$ cat config.mk
export PLATFORM = sky130hd
export DESIGN_NAME = cnt_bcd_disp_flat
export DESIGN_NICKNAME = d
export VERILOG_FILES = /design/src/rtl/cnt_bcd_disp_if.sv /design/src/rtl/cnt_bcd_disp.sv /design/src/flat_wrapper.sv
export SDC_FILE = /design/constraint.sdc
export NUM_CORES = 1
export LEC_CHECK = 0
export CAP_MARGIN = 30
export CORE_ASPECT_RATIO = 0.6
export CORE_MARGIN = 5
export CORE_UTILIZATION = 48
export CTS_CLUSTER_DIAMETER = 100
export DETAILED_ROUTE_END_ITERATION = 8
export GPL_ROUTABILITY_DRIVEN = 1
export PLACE_DENSITY = 0.69
export SETUP_SLACK_MARGIN = 0.5
export SYNTH_ARGS = -nofsm -noshare
export SYNTH_HDL_FRONTEND = slang
export SYNTH_SLANG_ARGS = --single-unit
$ cat constraint.sdc
create_clock -name clk -period 3.7 [get_ports clk]
set_input_delay 0.74 -clock clk [delete_from_list [all_inputs] [get_ports clk]]
set_output_delay 0.74 -clock clk [all_outputs]
set_load 0.005 [all_outputs]
$ cat src/rtl/cnt_bcd_disp_if.sv
// Display-side bundle between the count source and the BCD/7-segment driver.
// master drives the binary count; slave returns BCD, status and pin drive.
interface cnt_bcd_disp_if;
   logic [7:0] din;
   logic [9:0] bcd;
   logic       upd;
   logic       ovr;
   logic [6:0] seg;
   logic [2:0] dig;

   modport master (output din, input bcd, upd, ovr, seg, dig);
   modport slave  (input din, output bcd, upd, ovr, seg, dig);
endinterface

$ cat src/rtl/cnt_bcd_disp.sv
// Binary count -> 3-digit BCD via a sequential double-dabble engine, driving a
// time-multiplexed 7-segment display with leading-zero blanking.
module cnt_bcd_disp #(
   parameter int SCAN_DIV    = 16,
   parameter bit SEG_ACT_LOW = 1'b1
) (
   input  logic            clk,
   input  logic            rstx,
   cnt_bcd_disp_if.slave   bus
);

   localparam logic [15:0] SCAN_LAST = 16'(SCAN_DIV - 1);
   localparam logic [6:0]  SEG_OFF   = SEG_ACT_LOW ? 7'h7F : 7'h00;
   localparam logic [2:0]  DIG_OFF   = SEG_ACT_LOW ? 3'b111 : 3'b000;

   typedef enum logic [1:0] {IDLE, SHIFT, DONE} state_t;

   state_t      state_q, state_d;
   logic        ld, sh, fin;
   logic [7:0]  sr_q;
   logic [9:0]  scr_q;
   logic [3:0]  iter_q;
   logic [8:0]  adj;
   logic [9:0]  bcd_q;
   logic        upd_q, ovr_q;

   // ---------------- conversion FSM ----------------
   always_ff @(posedge clk or negedge rstx) begin
      if (!rstx) state_q <= IDLE;
      else       state_q <= state_d;
   end

   always_comb begin
      state_d = state_q;
      ld      = 1'b0;
      sh      = 1'b0;
      fin     = 1'b0;
      case (state_q)
         IDLE: begin
            ld      = 1'b1;
            state_d = SHIFT;
         end
         SHIFT: begin
            sh = 1'b1;
            if (iter_q == 4'd1) state_d = DONE;
         end
         DONE: begin
            fin     = 1'b1;
            state_d = IDLE;
         end
         default: state_d = IDLE;
      endcase
   end

   // Hundreds never exceeds 1 before the last shift, so only its low bit
   // feeds the shifted result and it needs no add-3 correction.
   always_comb begin
      adj[8]   = scr_q[8];
      adj[7:4] = (scr_q[7:4] >= 4'd5) ? scr_q[7:4] + 4'd3 : scr_q[7:4];
      adj[3:0] = (scr_q[3:0] >= 4'd5) ? scr_q[3:0] + 4'd3 : scr_q[3:0];
   end

   always_ff @(posedge clk or negedge rstx) begin
      if (!rstx) begin
         sr_q   <= '0;
         scr_q  <= '0;
         iter_q <= '0;
      end else if (ld) begin
         sr_q   <= bus.din;
         scr_q  <= '0;
         iter_q <= 4'd8;
      end else if (sh) begin
         scr_q  <= {adj, sr_q[7]};
         sr_q   <= {sr_q[6:0], 1'b0};
         iter_q <= iter_q - 4'd1;
      end
   end

   // Result lands together with its upd pulse; scratch never leaks to bcd.
   always_ff @(posedge clk or negedge rstx) begin
      if (!rstx) begin
         bcd_q <= '0;
         upd_q <= 1'b0;
         ovr_q <= 1'b0;
      end else begin
         upd_q <= fin;
         if (fin) begin
            bcd_q <= scr_q;
            ovr_q <= (scr_q[9:8] >= 2'd2);
         end
      end
   end

   // ---------------- digit scan ----------------
   logic [15:0] scan_q;
   logic [1:0]  idx_q;
   logic        wrap;

   assign wrap = (scan_q == SCAN_LAST);

   always_ff @(posedge clk or negedge rstx) begin
      if (!rstx) begin
         scan_q <= '0;
         idx_q  <= '0;
      end else begin
         scan_q <= wrap ? 16'd0 : scan_q + 16'd1;
         if (wrap) idx_q <= (idx_q == 2'd2) ? 2'd0 : idx_q + 2'd1;
      end
   end

   // ---------------- segment decode ----------------
   function automatic logic [6:0] seg7(input logic [3:0] v);
      case (v)
         4'd0:    seg7 = 7'b0111111;
         4'd1:    seg7 = 7'b0000110;
         4'd2:    seg7 = 7'b1011011;
         4'd3:    seg7 = 7'b1001111;
         4'd4:    seg7 = 7'b1100110;
         4'd5:    seg7 = 7'b1101101;
         4'd6:    seg7 = 7'b1111101;
         4'd7:    seg7 = 7'b0000111;
         4'd8:    seg7 = 7'b1111111;
         4'd9:    seg7 = 7'b1101111;
         default: seg7 = 7'b0000000;
      endcase
   endfunction

   logic [2:0][3:0] nib;
   logic [2:0]      blank;
   logic [2:0][6:0] seg_dig;
   logic [6:0]      seg_sel;
   logic [2:0]      dig_sel;
   logic [6:0]      seg_q;
   logic [2:0]      dig_q;

   assign nib   = {{2'b00, bcd_q[9:8]}, bcd_q[7:4], bcd_q[3:0]};
   assign blank = {(bcd_q[9:8] == 2'd0),
                   (bcd_q[9:8] == 2'd0) && (bcd_q[7:4] == 4'd0),
                   1'b0};

   for (genvar g = 0; g < 3; g++) begin : g_dig
      assign seg_dig[g] = blank[g] ? 7'h00 : seg7(nib[g]);
   end

   always_comb begin
      seg_sel = seg_dig[0];
      dig_sel = 3'b001;
      case (idx_q)
         2'd1: begin seg_sel = seg_dig[1]; dig_sel = 3'b010; end
         2'd2: begin seg_sel = seg_dig[2]; dig_sel = 3'b100; end
         default: ;
      endcase
   end

   // Polarity is applied at the pin register so the decode stays active-high.
   always_ff @(posedge clk or negedge rstx) begin
      if (!rstx) begin
         seg_q <= SEG_OFF;
         dig_q <= DIG_OFF;
      end else begin
         seg_q <= seg_sel ^ SEG_OFF;
         dig_q <= dig_sel ^ DIG_OFF;
      end
   end

   assign bus.bcd = bcd_q;
   assign bus.upd = upd_q;
   assign bus.ovr = ovr_q;
   assign bus.seg = seg_q;
   assign bus.dig = dig_q;

endmodule
$ cat src/flat_wrapper.sv
// flat-port wrapper written by rule: the top's interface ports become plain ports
module cnt_bcd_disp_flat 
#(
   parameter int SCAN_DIV    = 16,
   parameter bit SEG_ACT_LOW = 1'b1
)
  (clk, rstx, bus_din, bus_bcd, bus_upd, bus_ovr, bus_seg, bus_dig);
  cnt_bcd_disp_if bus_i ();
  input  logic clk;
  input  logic rstx;
  input wire logic [$bits(bus_i.din)-1:0] bus_din;
  output wire logic [$bits(bus_i.bcd)-1:0] bus_bcd;
  output wire logic [$bits(bus_i.upd)-1:0] bus_upd;
  output wire logic [$bits(bus_i.ovr)-1:0] bus_ovr;
  output wire logic [$bits(bus_i.seg)-1:0] bus_seg;
  output wire logic [$bits(bus_i.dig)-1:0] bus_dig;
  assign bus_i.din = bus_din;
  assign bus_bcd = bus_i.bcd;
  assign bus_upd = bus_i.upd;
  assign bus_ovr = bus_i.ovr;
  assign bus_seg = bus_i.seg;
  assign bus_dig = bus_i.dig;
  cnt_bcd_disp #(.SCAN_DIV(SCAN_DIV), .SEG_ACT_LOW(SEG_ACT_LOW)) u_core (.clk(clk), .rstx(rstx), .bus(bus_i));
endmodule
==> results of run 1 <==
-- layer usage --
layer,wire length [um],part of all wire [%],vias to the layer above,global-route usage (%)
met1,3120,51,1104,23.5
met4,25,0.41,0,6.12
met3,348,5.7,2,5.10
met5,0,0,-,0
met2,2660,43,49,23.1
li1,-,-,1137,-
-- cells by family after synthesis --
group / Yosys count / synth area share, %
and+or+nand+nor: 98 / 15.0
AOI/OAI and AO/OA: 66 / 12.6
DFF: 64 / 50.4
buffers and inverters: 36 / 4.49
adders and majority gates: 21 / 8.20
xor gates and xnor gates: 16 / 4.37
muxes: 15 / 4.96
-- area by class of cell --
cell class	instances	area, sq um	share of cell area [%]
Sequential cell	64	1610	42.8
Multi-Input combinational cell	216	1450	38.4
Timing Repair Buffer	34	328	8.70
Clock buffer	14	173	4.58
Tap cell	87	109	2.89
Inverter	23	86.3	2.29
Clock inverter	2	12.5	0.332
-- per-stage QoR --
step / total power (uW) / utilization [%] / std cells
2_1_floorplan: 1280 / - / 316
6_report: 2070 / 57.2 / 440
5_1_grt: 2220 / 57.2 / 440
3_3_place_gp: 1520 / 54.4 / 424
3_5_place_dp: 1540 / 54.4 / 424
4_1_cts: 2100 / 57.2 / 440
-- final timing paths --
kind,start,endpoint,slack [ns],depth (start not counted)
worst max-delay path,u_core.bus.bcd[6]$_DFFE_PN0P_,bus_bcd[6],1.53,1
worst min-delay path,rstx,u_core.sr_q[3]$_DFFE_PN0P_,0.29,1
worst max register to register,u_core.idx_q[0]$_DFFE_PN0N_,u_core.bus.seg[0]$_DFF_PN1_,1.56,6
worst min register to register,u_core.scan_q[15]$_DFF_PN0_,u_core.scan_q[15]$_DFF_PN0_,0.47,1
max in group asynchronous,rstx,u_core.state_q[1]$_DFFE_PN0P_,2.49,2
min in group clk,u_core.scan_q[15]$_DFF_PN0_,u_core.scan_q[15]$_DFF_PN0_,0.47,1
-- synthesized netlist by cell type, types with 2 or more instances --
library cell  number
nor3_2             2
clkbuf_1          11
ha_1              21
a22o_1             3
o22ai_1            6
xnor2_1            6
o21ai_0           28
nand2_1           36
nor2b_1            3
nor3_1             8
a221o_1            3
inv_1             23
dfrtp_1           54
xor2_1            10
nor4_1             3
o311ai_0           2
dfstp_2           10
mux2i_1            8
o31ai_1            3
a21oi_1           14
nand3_1            8
mux2_2             7
nor2_1            20
and3_1             2
or2_2              2
nand3b_1           2
nand2b_1           5
-- power groups by stage --
stage / clock network, uW / logic (uW) / registers [uW]
floorplan: 0 / 356 / 923
global placement: 0 / 557 / 961
detailed placement: 0 / 568 / 967
CTS: 569 / 573 / 954
global route: 602 / 637 / 981
finish: 552 / 566 / 953
-- registers in the layout, indices dropped and copies added, names as in the netlist --
name / flops
u_core.idx_q: 2
u_core.bus.seg: 7
u_core.bus.bcd: 10
u_core.bus.dig: 3
u_core.bus.upd: 1
u_core.sr_q: 8
u_core.iter_q: 4
u_core.bus.ovr: 1
u_core.scan_q: 16
u_core.state_q: 2
u_core.scr_q: 10
==> flow_summary.toml, run 1 <==
[status]
status = "complete, no violations"

[cells_and_area]
final_nets = 379
n_antenna_cell = 0
final_cell_mix = "dfrtp_1 (54), nand2_1 (36), clkdlybuf4s50_1 (30)"
fillCellCount = 573
syn_to_final_growth_pct = 17.6
drive_gt1_share_pct = 12.5
final_common_cell = "dfrtp_1"
final_area_sq_um = 3770

[setup_path]
path_max_fanout = 11
worst-setup-path-type = "reg -> out"
cpLargestDelayFamily = "buffers and inverters"
crit_buf_inv = 1
slowest_stage = "clkdlybuf4s50_1"
critPathMaxStageDelay_ns = 0.58
cp_data_arrival_time_ns = 1.43
worstPathCellList = "clkdlybuf4s50_1"
end_kind = "output port"
startpoint_type = "flop"
cp_data_required_time_ns = 2.96

[power_and_ir_drop]
internal-power_uw = 1440
pwr-share-clk_pct = 26.7
power.density_nw_per_um2 = 550
vdd_ir_drop_max_uv = 264
combPwrFrac_pct = 27.3
p_switching_uw = 635
leakage_uw = 0.00165
seqPwrFrac_pct = 46.0
swShare_pct = 30.7

[global_route]
grt_pass1_wl_mm = 10.7
grt_pass1_vias = 2238
track_usage_pct = 16.3
antenna_found_initial = 0
grt_overflow = 0
grt_max_degree = 51

[cts]
cts_buffers = 9
clk_path_buf_depth = 2
root_buffer = "clkbuf_8"
cts_setup_buffers = 0
ctsHoldBuffers = 0
cts_max_level = 3
cts.sinks = 64
post_cts_resized = 0
clk_pin_slew_worst_paths_ns = 0.07
cts_tree = "done"
insertion_delay_ns = 0.34

[drt]
drc = 0
drtAntennaViolNets = 0
drt-initial-drc-count = 150
route.vias.total = 2292
wire_per_inst_um = 14.0
drtPass1Iterations = 5
via_per_inst = 5.21
wl_mm = 6.16

[place]
placedInstanceArea_sq_um = 3580
gp_congestion = 0.818
dp_hpwl_mm = 4.47
port_buffers = 31
pre_cts_slack_ns = 1.65

[sta]
rsz0062_at_grt = "false"
slew_headroom_pct = 48.8
slew_violations = 0
fin_crit_ns = 2.17
setup_viol = 0
fin_setup_tns_ns = 0
fin_skew_ns = 0.00916
fin_ws_ns = 1.53
tightest_slew_ns = 0.768
hold_ws_ns = 0.293
fin_crit_sh_pct = 58.8
hold_violations = 0
fmax_ghz = 0.460

[floorplanning]
start_util_pct = 48.6
die_w_um = 115
die_y_um = 73.3
rows = 23
core_area_sq_um = 6590
die_area_sq_um = 8460
pin_count = 32

[logic_synthesis]
synthDistinctLibCells = 43
ys_top_cells_by_area = "dfrtp_1 (42%), dfstp_2 (8.2%), ha_1 (8.2%), o21ai_0 (4.4%), nand2_1 (4.2%)"
ys.flop_type = "dfrtp_1"
synth_nets = 347
async_flop_share_pct = 100
yosysSeqAreaShare_pct = 50.4
syn_area_sq_um = 3200
synth_enable_flop_cells = 0
synth_top_area_share_pct = 42.2
ys_seq_elements = 64
avgSynthCellArea_sq_um = 10.1
synthCells = 316
synth_top_area_cell = "dfrtp_1"
synth-warning-count = 0

[min_path]
hp-class = "in -> async"

[flow_run]
maxCapViolCount = 0
No activity file was read; power rests on OpenSTA's default activity.
==> run 2: changes to the inputs <==
==> constraint.sdc (replaced) <==
create_clock -name clk -period 2.2 [get_ports clk]
set_input_delay 0.44 -clock clk [delete_from_list [all_inputs] [get_ports clk]]
set_output_delay 0.44 -clock clk [all_outputs]
set_load 0.005 [all_outputs]
==> run 2 against run 1 <==
  * Design area rose by 7.2%
  * Worst hold slack worse by 0.20 ns
  * Final cell count rose by 4.8%
  * Global-route usage rose by 1.2 points
==> flow_summary.toml, run 2 (synthesized netlist as in run 1, its figures left out) <==
[status]
status = "complete, no violations"

[floorplanning]
die_area_sq_um = 8460
die_y_um = 73.3
die_w_um = 115
pin_count = 32
core_area_sq_um = 6590
rows = 23
start_util_pct = 48.6

[cts]
root_buffer = "clkbuf_8"
cts_tree = "done"
cts_buffers = 9
ctsHoldBuffers = 0
clk_path_buf_depth = 2
insertion_delay_ns = 0.34
clk_pin_slew_worst_paths_ns = 0.07
cts.sinks = 64
cts_max_level = 3

[drt]
wire_per_inst_um = 14.8
drtAntennaViolNets = 0
via_per_inst = 5.25
drtPass1Iterations = 4
drt-initial-drc-count = 106
wl_mm = 6.81
route.vias.total = 2422
drc = 0

[cells_and_area]
regMostFlops = "u_core.scan_q"
largest_reg_flops = 16
syn_to_final_growth_pct = 26.1
final_nets = 400
drive_gt1_share_pct = 23.3
fin_util_pct = 61.3
final_cell_mix = "dfrtp_1 (47), nand2_1 (35), o21ai_0 (27)"
final_common_cell = "dfrtp_1"
n_antenna_cell = 0

[sta]
rsz0062_at_grt = "true"
setup_viol = 0
fin_crit_ns = 1.67
fmax_ghz = 0.598
slew_headroom_pct = 72.5
fin_crit_sh_pct = 76.1
slew_violations = 0
fin_setup_tns_ns = 0
hold_violations = 0
tightest_slew_ns = 0.413
fin_skew_ns = 0.00765

[global_route]
met2_usage_pct = 26.2
use_met3_pct = 5.27
grt_pass1_wl_mm = 11.5
use_met1_pct = 24.5
track_usage_pct = 17.5
antenna_found_initial = 0
busiest_layer = "met2"
grt_pass1_vias = 2382
grt_max_degree = 65
grt_overflow = 0

[power_and_ir_drop]
internal-power_uw = 2700
power.density_nw_per_um2 = 964
seqPwrFrac_pct = 39.9
pwr-share-clk_pct = 27.9
swShare_pct = 30.8
vdd_ir_drop_max_uv = 447
p_switching_uw = 1200
combPwrFrac_pct = 32.2
leakage_uw = 0.00183

[setup_path]
crit_buf_inv = 1
cp_data_arrival_time_ns = 1.23
worstPathCellList = "clkdlybuf4s50_1"
cp_data_required_time_ns = 1.76
startpoint_type = "flop"
cpLargestDelayFamily = "buffers and inverters"
slowest_stage = "clkdlybuf4s50_1"
end_kind = "output port"
path_max_fanout = 3
worst-setup-path-type = "reg -> out"
critPathMaxStageDelay_ns = 0.51

[place]
gp_congestion = 0.835
port_buffers = 31
dp_hpwl_mm = 4.37

[flow_run]
maxCapViolCount = 0

[min_path]
hp-class = "in -> async"
==> run 2: cell types whose count changed in the layout (fill, tap and decap cells not counted), moves of 2 or more <==
cell and delta:
buf_4 +20, clkdlybuf4s50_1 -15, dlygate4sd2_1 +14, dfrtp_1 -7
dfrtp_2 +7, a21oi_1 -3, a21oi_2 +3, ha_1 -3
inv_1 -3, inv_2 +3, ha_4 +2, o311ai_0 -2
==> run 2: final cells by class <==
cell class / instances / area, sq um
fillers: 527 / 2550
clock buffers: 14 / 183
multi-input cells: 216 / 1520
clock inverters: 2 / 35.0
well taps: 87 / 109
flip-flops and latches: 64 / 1620
inverters: 23 / 86.3
repair buffers: 55 / 483
==> run 2: routing by layer <==
| metal | vias up | wire, um |
|---|---|---|
| met5 | - | 0 |
| met4 | 0 | 104 |
| met3 | 13 | 426 |
| met2 | 73 | 2960 |
| met1 | 1150 | 3320 |
| li1 | 1186 | - |
==> run 2: final timing paths <==
kind,startpoint,endpoint,slack [ns],depth (start not counted)
min in group clk,u_core.scan_q[0]$_DFF_PN0_,u_core.scan_q[0]$_DFF_PN0_,0.47,1
max,u_core.bus.bcd[3]$_DFFE_PN0P_,bus_bcd[3],0.53,1
min reg2reg,u_core.scan_q[0]$_DFF_PN0_,u_core.scan_q[0]$_DFF_PN0_,0.47,1
max in group asynchronous,rstx,u_core.bus.seg[5]$_DFF_PN1_,1.78,2
max reg2reg,u_core.bus.bcd[4]$_DFFE_PN0P_,u_core.bus.seg[0]$_DFF_PN1_,0.53,6
min,rstx,u_core.sr_q[1]$_DFFE_PN0P_,0.1,2
==> run 2: power by group through the flow <==
stage                     combinational [uW]  sequential, uW  clock, uW
after floorplan                          598            1550          0
after global placement                   939            1620          0
after detailed placement                 945            1630          0
after CTS                               1140            1550       1110
after global routing                    1390            1580       1150
final                                   1250            1550       1090
==> run 2: timing repair <==
action                                  4_1_cts  5_1_grt
gates resized for setup                      31       13
pin swaps                                     3        3
cloned                                        0        0
endpoints found under the setup margin       29       12
buffers inserted                             13        5
==> run 2: through the flow <==
step	instances	hold slack (ns)	worst slack [ns]	total power, uW	instance area (sq um)
floorplan	316	0.144	0.566	2150	3200
global placement	427	0.463	0.482	2560	3620
detailed placement	427	0.469	0.341	2580	3620
CTS	456	0.104	0.391	3800	3960
global route	461	0.109	0.480	4110	4040
finish	461	0.0951	0.527	3890	4040
